`src/rtl/rob_commit_ctrl.sv`:
```
// In-order reorder-buffer commit controller.
// Allocates slots at issue, collects writeback results, retires the head entry onto the
// register-file commit port (at most one per cycle), raises a one-cycle rollback when a
// mispredicted branch retires, and answers operand-forwarding queries from the decoder.
module rob_commit_ctrl #(
    parameter int unsigned ROB_SIZE = 16,
    parameter int unsigned REG_W    = 5,
    parameter int unsigned DATA_W   = 32,
    parameter int unsigned ROB_POS  = $clog2(ROB_SIZE)
) (
    input  logic               clk,
    input  logic               rst,
    input  logic               rdy,

    input  logic               issue,
    input  logic [REG_W-1:0]   issue_rd,
    output logic [ROB_POS-1:0] issue_rob_pos,
    output logic               full,

    input  logic               wb_valid,
    input  logic [ROB_POS-1:0] wb_rob_pos,
    input  logic [DATA_W-1:0]  wb_val,
    input  logic               wb_mispred,
    input  logic [DATA_W-1:0]  wb_target,

    input  logic [ROB_POS-1:0] q1_pos,
    input  logic [ROB_POS-1:0] q2_pos,
    output logic               q1_ready,
    output logic               q2_ready,
    output logic [DATA_W-1:0]  q1_val,
    output logic [DATA_W-1:0]  q2_val,

    output logic               commit,
    output logic [REG_W-1:0]   commit_rd,
    output logic [DATA_W-1:0]  commit_val,
    output logic [ROB_POS-1:0] commit_rob_pos,

    output logic               rollback,
    output logic [DATA_W-1:0]  rollback_pc
);

    localparam int unsigned CNT_W = ROB_POS + 1;
    localparam logic [CNT_W-1:0] FULL_CNT = CNT_W'(ROB_SIZE);

    // Pointers and occupancy
    logic [ROB_POS-1:0] head_q, head_d;
    logic [ROB_POS-1:0] tail_q, tail_d;
    logic [CNT_W-1:0]   count_q, count_d;

    // Entry storage
    logic              valid_q   [ROB_SIZE];
    logic              ready_q   [ROB_SIZE];
    logic [REG_W-1:0]  rd_q      [ROB_SIZE];
    logic [DATA_W-1:0] val_q     [ROB_SIZE];
    logic              mispred_q [ROB_SIZE];
    logic [DATA_W-1:0] target_q  [ROB_SIZE];

    // Registered commit / rollback port
    logic               commit_q;
    logic [REG_W-1:0]   commit_rd_q;
    logic [DATA_W-1:0]  commit_val_q;
    logic [ROB_POS-1:0] commit_pos_q;
    logic               rollback_q;
    logic [DATA_W-1:0]  rollback_pc_q;

    // A mispredicted entry has retired; the next enabled edge flushes the buffer.
    logic rb_pending_q, rb_pending_d;

    logic issue_fire;
    logic wb_fire;
    logic commit_fire;
    logic rollback_fire;
    logic flush;

    assign full          = (count_q == FULL_CNT);
    assign issue_rob_pos = tail_q;

    // Decide which operations take effect on the coming edge.
    always_comb begin
        flush         = rdy && rb_pending_q;
        issue_fire    = rdy && !rb_pending_q && issue && !full;
        wb_fire       = rdy && !rb_pending_q && wb_valid && valid_q[wb_rob_pos];
        commit_fire   = rdy && !rb_pending_q && (count_q != '0) && ready_q[head_q];
        rollback_fire = commit_fire && mispred_q[head_q];
    end

    // Next-state for head/tail/count and the pending-flush flag.
    always_comb begin
        head_d       = head_q;
        tail_d       = tail_q;
        count_d      = count_q;
        rb_pending_d = rb_pending_q;
        if (flush) begin
            head_d       = '0;
            tail_d       = '0;
            count_d      = '0;
            rb_pending_d = 1'b0;
        end else begin
            if (issue_fire) begin
                tail_d = tail_q + 1'b1;
            end
            if (commit_fire) begin
                head_d = head_q + 1'b1;
            end
            // Simultaneous issue and commit leave the count unchanged.
            count_d = count_q + CNT_W'(issue_fire) - CNT_W'(commit_fire);
            if (rollback_fire) begin
                rb_pending_d = 1'b1;
            end
        end
    end

    // Pointer, occupancy and pending-flush registers.
    always_ff @(posedge clk or posedge rst) begin
        if (rst) begin
            head_q       <= '0;
            tail_q       <= '0;
            count_q      <= '0;
            rb_pending_q <= 1'b0;
        end else begin
            head_q       <= head_d;
            tail_q       <= tail_d;
            count_q      <= count_d;
            rb_pending_q <= rb_pending_d;
        end
    end

    // Entry array: writeback, then retire-clear, then allocation (later writes win).
    always_ff @(posedge clk or posedge rst) begin
        if (rst) begin
            for (int i = 0; i < int'(ROB_SIZE); i++) begin
                valid_q[i]   <= 1'b0;
                ready_q[i]   <= 1'b0;
                rd_q[i]      <= '0;
                val_q[i]     <= '0;
                mispred_q[i] <= 1'b0;
                target_q[i]  <= '0;
            end
        end else if (flush) begin
            for (int i = 0; i < int'(ROB_SIZE); i++) begin
                valid_q[i] <= 1'b0;
                ready_q[i] <= 1'b0;
            end
        end else begin
            if (wb_fire) begin
                ready_q[wb_rob_pos]   <= 1'b1;
                val_q[wb_rob_pos]     <= wb_val;
                mispred_q[wb_rob_pos] <= wb_mispred;
                target_q[wb_rob_pos]  <= wb_target;
            end
            if (commit_fire) begin
                valid_q[head_q] <= 1'b0;
                ready_q[head_q] <= 1'b0;
            end
            if (issue_fire) begin
                valid_q[tail_q]   <= 1'b1;
                ready_q[tail_q]   <= 1'b0;
                rd_q[tail_q]      <= issue_rd;
                mispred_q[tail_q] <= 1'b0;
            end
        end
    end

    // Registered commit and rollback outputs; pulses drop on any edge without a retire.
    always_ff @(posedge clk or posedge rst) begin
        if (rst) begin
            commit_q      <= 1'b0;
            commit_rd_q   <= '0;
            commit_val_q  <= '0;
            commit_pos_q  <= '0;
            rollback_q    <= 1'b0;
            rollback_pc_q <= '0;
        end else begin
            commit_q   <= commit_fire;
            rollback_q <= rollback_fire;
            if (commit_fire) begin
                commit_rd_q  <= rd_q[head_q];
                commit_val_q <= val_q[head_q];
                commit_pos_q <= head_q;
            end
            if (rollback_fire) begin
                rollback_pc_q <= target_q[head_q];
            end
        end
    end

    assign commit         = commit_q;
    assign commit_rd      = commit_rd_q;
    assign commit_val     = commit_val_q;
    assign commit_rob_pos = commit_pos_q;
    assign rollback       = rollback_q;
    assign rollback_pc    = rollback_pc_q;

    // Forwarding queries; a same-cycle writeback bypasses the stored value.
    always_comb begin
        logic byp1;
        logic byp2;
        byp1     = wb_valid && (wb_rob_pos == q1_pos);
        byp2     = wb_valid && (wb_rob_pos == q2_pos);
        q1_ready = valid_q[q1_pos] && (byp1 || ready_q[q1_pos]);
        q2_ready = valid_q[q2_pos] && (byp2 || ready_q[q2_pos]);
        q1_val   = '0;
        q2_val   = '0;
        if (valid_q[q1_pos]) begin
            if (byp1) begin
                q1_val = wb_val;
            end else if (ready_q[q1_pos]) begin
                q1_val = val_q[q1_pos];
            end
        end
        if (valid_q[q2_pos]) begin
            if (byp2) begin
                q2_val = wb_val;
            end else if (ready_q[q2_pos]) begin
                q2_val = val_q[q2_pos];
            end
        end
    end

endmodule
```
`config.mk`:
```
export PLATFORM = sky130hd
export DESIGN_NAME = rob_commit_ctrl
export DESIGN_NICKNAME = d
export VERILOG_FILES = /design/src/rtl/rob_commit_ctrl.sv
export SDC_FILE = /design/constraint.sdc
export NUM_CORES = 2
export LEC_CHECK = 0
export ABC_AREA = 1
export BUFFER_PORTS_ARGS = -buffer_cell sky130_fd_sc_hd__buf_2
export CAP_MARGIN = 25
export CORE_ASPECT_RATIO = 1.1
export CORE_MARGIN = 2
export CORE_UTILIZATION = 40
export CTS_BUF_LIST = sky130_fd_sc_hd__clkbuf_4 sky130_fd_sc_hd__clkbuf_8
export CTS_CLUSTER_DIAMETER = 80
export CTS_CLUSTER_SIZE = 10
export DETAILED_ROUTE_END_ITERATION = 16
export GPL_ROUTABILITY_DRIVEN = 0
export PLACE_DENSITY = 0.59
export SKIP_LAST_GASP = 1
export SLEW_MARGIN = 20
export SYNTH_ARGS = -nofsm -noshare
export SYNTH_HDL_FRONTEND = slang
export SYNTH_SLANG_ARGS = --single-unit
```
`constraint.sdc`:
```
create_clock -name clk -period 36.3 [get_ports clk]
set_input_delay 1.815 -clock clk [delete_from_list [all_inputs] [get_ports clk]]
set_output_delay 1.815 -clock clk [all_outputs]
set_load 0.02 [all_outputs]
```
After elaboration in Yosys (flattened, before gate mapping) --
Cells that the tools add are included.
Word-level totals: register bits 1241, input bits 87, output and inout port bits 146
Operators by class: add/sub/neg operators 4, $lt $le $gt $ge 8, eq/ne operators 3, mux-type cells 76, bitwise gates (word level) 14, reductions and logical operators 26
Operators by type and width (number):
- $bwmux W512 | 2
- $bmux W32 S4 | 4
- $mux W32 | 15
- $mux W16 | 13
- $demux W32 S4 | 1
- $bwmux W80 | 1
- $and A16 B16 Y16 | 4
- $not A16 Y16 | 2
- $or A16 B16 Y16 | 2
- $bmux W1 S4 | 7
- $ge A5 B5 Y1 const B | 5
- $not A4 Y5 | 5
- $bmux W5 S4 | 1
- $demux W5 S4 | 1
- $mux W5 | 4
- $mux W1 | 19
- $bwmux W16 | 1
- $logic_and A1 B1 Y1 | 16
- $mux W4 | 4
- $lt A5 B1 Y1 const B | 3
- $demux W1 S4 | 3
- $add A4 B1 Y4 const B | 2
- $eq A4 B4 Y1 | 2
- $reduce_bool A2 Y1 | 3
- other kinds (8) | 11

Depth between registers and ports, before layout --
word-level depth 14, depth in mapped cells 21, mapped depth without buffers 19

Worst setup path before layout --
Ideal clock, no wire load.
path type input to output, from input port q2_pos[1], to output port q2_val[27], arrival time 3480 ps, data required time 34485 ps, setup slack 31005 ps, stages 10, path buffers 4, path through buf_2 -> buf_2 -> clkbuf_1 -> clkbuf_1 -> o211ai_1 -> nand3_1 -> nand3_1 -> nand2_1 -> nand3_1 -> a21oi_1
Between the ends: cells in the longest elaborated chain, start to end 7, elaborated cells on any way between the ends 15, those cells by class eq/ne (1); mux (12); bitwise (1); reduce/logical (1)
Ends and longest elaborated chain:
- start, declared | RTL line 27 | input logic [ROB_POS-1:0] q2_pos,
- $not A4 Y5 (not written as such) | RTL line 211, 214, 215
- $bmux W32 S4 or $bmux W1 S4 (tied branches) | RTL line 215, 214
- $mux W32 (not written as such) or $mux W1 (tied branches) (2 in a row) | RTL line 215, 214
- $mux W32 | RTL line 214 | end else if (ready_q[q2_pos]) begin
- $mux W32 | RTL line 212 | if (byp2) begin
- $mux W32 (*) | RTL line 211 | if (valid_q[q2_pos]) begin
- end, declared | RTL line 31 | output logic [DATA_W-1:0] q2_val,
Mark *: on every way between the ends. The rest lies on a longest branch, timed or not. The select of a mux whose other input is x is not followed.

Worst setup path after layout --
from input port q1_pos[1], to output port q1_val[2]
Between the ends: cells in the longest elaborated chain, start to end 7, elaborated cells on any way between the ends 15, those cells by class eq/ne (1); mux (12); bitwise (1); reduce/logical (1)
Ends and longest elaborated chain:
- start, declared | RTL line 26 | input logic [ROB_POS-1:0] q1_pos,
- $not A4 Y5 (not written as such) | RTL line 204, 207, 208
- $bmux W32 S4 or $bmux W1 S4 (tied branches) | RTL line 208, 207
- $mux W32 (not written as such) or $mux W1 (tied branches) (2 in a row) | RTL line 208, 207
- $mux W32 | RTL line 207 | end else if (ready_q[q1_pos]) begin
- $mux W32 | RTL line 205 | if (byp1) begin
- $mux W32 (*) | RTL line 204 | if (valid_q[q1_pos]) begin
- end, declared | RTL line 30 | output logic [DATA_W-1:0] q1_val,
Marks and branches as above.

==> results.sh <==
export IMPL_power_density_mw_per_mm2=57.1
export IMPL_wl_mm=267
export IMPL_die_height_um=439
export IMPL_vias=66900
export IMPL_grt_pass1_wl_mm=401
export IMPL_grt_usage_pct=29.9
export IMPL_fmax_mhz=130
export IMPL_antenna_left=0
export IMPL_synth_ff_type="dfrtp_1"
export IMPL_grt_pass1_vias=62300
export IMPL_syn_area_mm2=0.0687
export IMPL_num_rows=159
export IMPL_area_growth_synth_to_final_pct=5.29
export IMPL_crit_path_max_fanout=104
export IMPL_drtPass1Iterations=6
export IMPL_grt_max_degree=251
export IMPL_hold_path_class="register to register"
export IMPL_drcViolationCount=0
export IMPL_yosys_warnings=0
export IMPL_insertion_delay_ns=0.94
export IMPL_clk_path_buf_depth=3
export IMPL_ys_types=32
export IMPL_antenna_found_initial=21
export IMPL_synthArstFlopShare_pct=100
export IMPL_placed_cell_area_mm2=0.0700
export IMPL_hold_buffers=0
export IMPL_worstPathRequired_ns=34.49
export IMPL_p_leak_nw=35.0
export IMPL_cts_tree="done"
export IMPL_netlist_instances=9600
export IMPL_clockRootBuffer="clkbuf_8"
export IMPL_io_buffers=232
export IMPL_maxSlewHeadroom_pct=21.6
export IMPL_cts_resized=0
export IMPL_core_area_mm2=0.171
export IMPL_syn_avg_cell_area_um2=7.15
export IMPL_critPathKind="primary input to primary output"
export IMPL_status="finished, final reports clean"
export IMPL_synth_seq_cells=1241
export IMPL_cts_sinks=1241
export IMPL_die_x_um=399
export IMPL_cts_buffers_inserted=142
export IMPL_drt_initial_drc_count=8561
export IMPL_rsz0062_at_grt="false"
export IMPL_timing_setup_tns_ns=0
export IMPL_clk_pin_slew_ns=0.07
export IMPL_final_hold_violation_count=0
export IMPL_grt_ovfl_total=0
export IMPL_io_pins=233
export IMPL_nets=9293
export IMPL_drive_above_1_share_pct=6.23
export IMPL_die_area_mm2=0.175
export IMPL_synth_edf_count=0
export IMPL_postLayoutCellArea_mm2=0.0723
export IMPL_start_kind="primary input"
export IMPL_setup_viol=0
export IMPL_yosysSeqAreaShare_pct=45.2
export IMPL_htreeDepth=4
export IMPL_via_per_inst=5.83
export IMPL_post_cts_buffers=0
export IMPL_r2r_setup_slack_ns=30.85
export IMPL_worst_slew_pin_slew_ns=1.18
export IMPL_crit_arrival_ns=5.91
export IMPL_fin_crit_ns=7.72
export IMPL_start_util_pct=40.2
export IMPL_fin_crit_sh_pct=21.3
export IMPL_fin_skew_ns=0.0423
export IMPL_maxCapViolations=0
export IMPL_drv_slew=0
export IMPL_vdd_drop_max_uv=48.7
export IMPL_dp_hpwl_mm=141
export IMPL_wl_per_cell_um=23.3
export IMPL_synth_fp_nets=9702
export IMPL_endpoint_kind="primary output"
## through the flow
step           hold WS, ns  util, %  std cells  worst slack, ns  power [mW]
2_1_floorplan        0.448        -       9600            17.34        2.71
3_3_place_gp         0.462     41.0      11300            28.82        3.21
3_5_place_dp         0.463     41.0      11300            28.75        3.23
4_1_cts              0.486     42.3      11500            28.76        4.13
5_1_grt              0.503     42.3      11500            28.55        4.38
6_report             0.482     42.4      11500            28.58        4.13
## power breakdown
part           switching [mW]  leakage, nW  total (mW)  internal, mW
logic                    1.13         19.4        1.55         0.424
registers               0.115         14.5        1.68          1.57
clock network           0.532         1.12       0.897         0.365
## layout by cell type (no fill, tap or decap), drive strengths merged
cell type	instances
a31oi	1
xor2	3
nand3	593
buf	360
dfrtp	1241
nor3	1
ha	14
nand4	3
a21oi	865
nor2	315
inv	668
clkinv	10
fa	1
o22ai	24
xnor2	1
clkinvlp	3
diode	10
o21ai	2289
o211ai	189
nand2	2477
clkbuf	149
nand3b	2
## flip-flops by register name, indices dropped and copies added, names as in the netlist, 4 cells and up
name and flops:
head_q 4, target_q 512, count_q 5, val_q 512, rd_q 80, rollback_pc 32
mispred_q 16, issue_rob_pos 4, commit_val 32, valid_q 16, commit_rd 5, ready_q 16
commit_rob_pos 4
## layout make-up
| type | instances | area [um2] |
|---|---|---|
| inverters | 666 | 2530 |
| multi-input cells | 6778 | 31300 |
| flip-flops and latches | 1241 | 31100 |
| repair buffers | 362 | 2380 |
| clock inverters | 15 | 161 |
| diodes | 10 | 25.0 |
| fillers | 17500 | 98400 |
| clock buffers | 147 | 2000 |
| well taps | 2254 | 2820 |
## worst max-delay path: stages
cell and delay (ns):
clkbuf_8 0.60, buf_4 0.89, inv_2 0.08, o22ai_1 0.16, nand3b_1 0.13, buf_4 0.33
inv_1 0.55, o21ai_4 0.31, buf_4 0.45, nor2_1 0.11, buf_2 0.19
## cell families after synthesis
| group | after synthesis | share of synthesized area [%] |
|---|---|---|
| and+or+nand+nor | 3391 | 19.8 |
| DFF | 1241 | 45.2 |
| buffers and inverters | 1581 | 9.31 |
| AOI/OAI and AO/OA | 3368 | 25.3 |
| adders and majority gates | 15 | 0.284 |
| xor gates and xnor gates | 4 | 0.0510 |
## final timing paths
check	start	endpoint	depth (start not counted)
max	q1_pos[1]	q1_val[2]	11
min	commit_val[28]$_DFFE_PP0N_	commit_val[28]$_DFFE_PP0N_	2
max reg2reg	head_q[0]$_DFFE_PP0P_	commit_val[10]$_DFFE_PP0N_	11
min reg2reg	commit_val[28]$_DFFE_PP0N_	commit_val[28]$_DFFE_PP0N_	2
max in group asynchronous	rst	target_q[68]$_DFFE_PP0P_	7
min in group asynchronous	rst	val_q[358]$_DFFE_PP0P_	2
## cell usage after synthesis, drive strengths merged, types with 2 or more instances
cell	number	area share, %
a21oi	865	6.3
buf	272	2.1
clkbuf	643	3.5
clkinv	2	0.011
dfrtp	1241	45
ha	14	0.26
inv	664	3.6
nand2	2477	14
nand3	593	4.3
nand3b	2	0.022
nand4	3	0.027
nor2	315	1.9
o211ai	189	2.1
o21ai	2289	17
o22ai	24	0.22
xor2	3	0.038
## per-layer routing
metal / share of wire [%] / vias up / track usage [%]
li1: - / 30800 / -
met1: 41 / 32000 / 40.1
met2: 45 / 3463 / 47.5
met3: 9.4 / 679 / 5.31
met4: 4.5 / 20 / 12.7
met5: 0.046 / - / 0
Power figures use the tool's default switching activity.
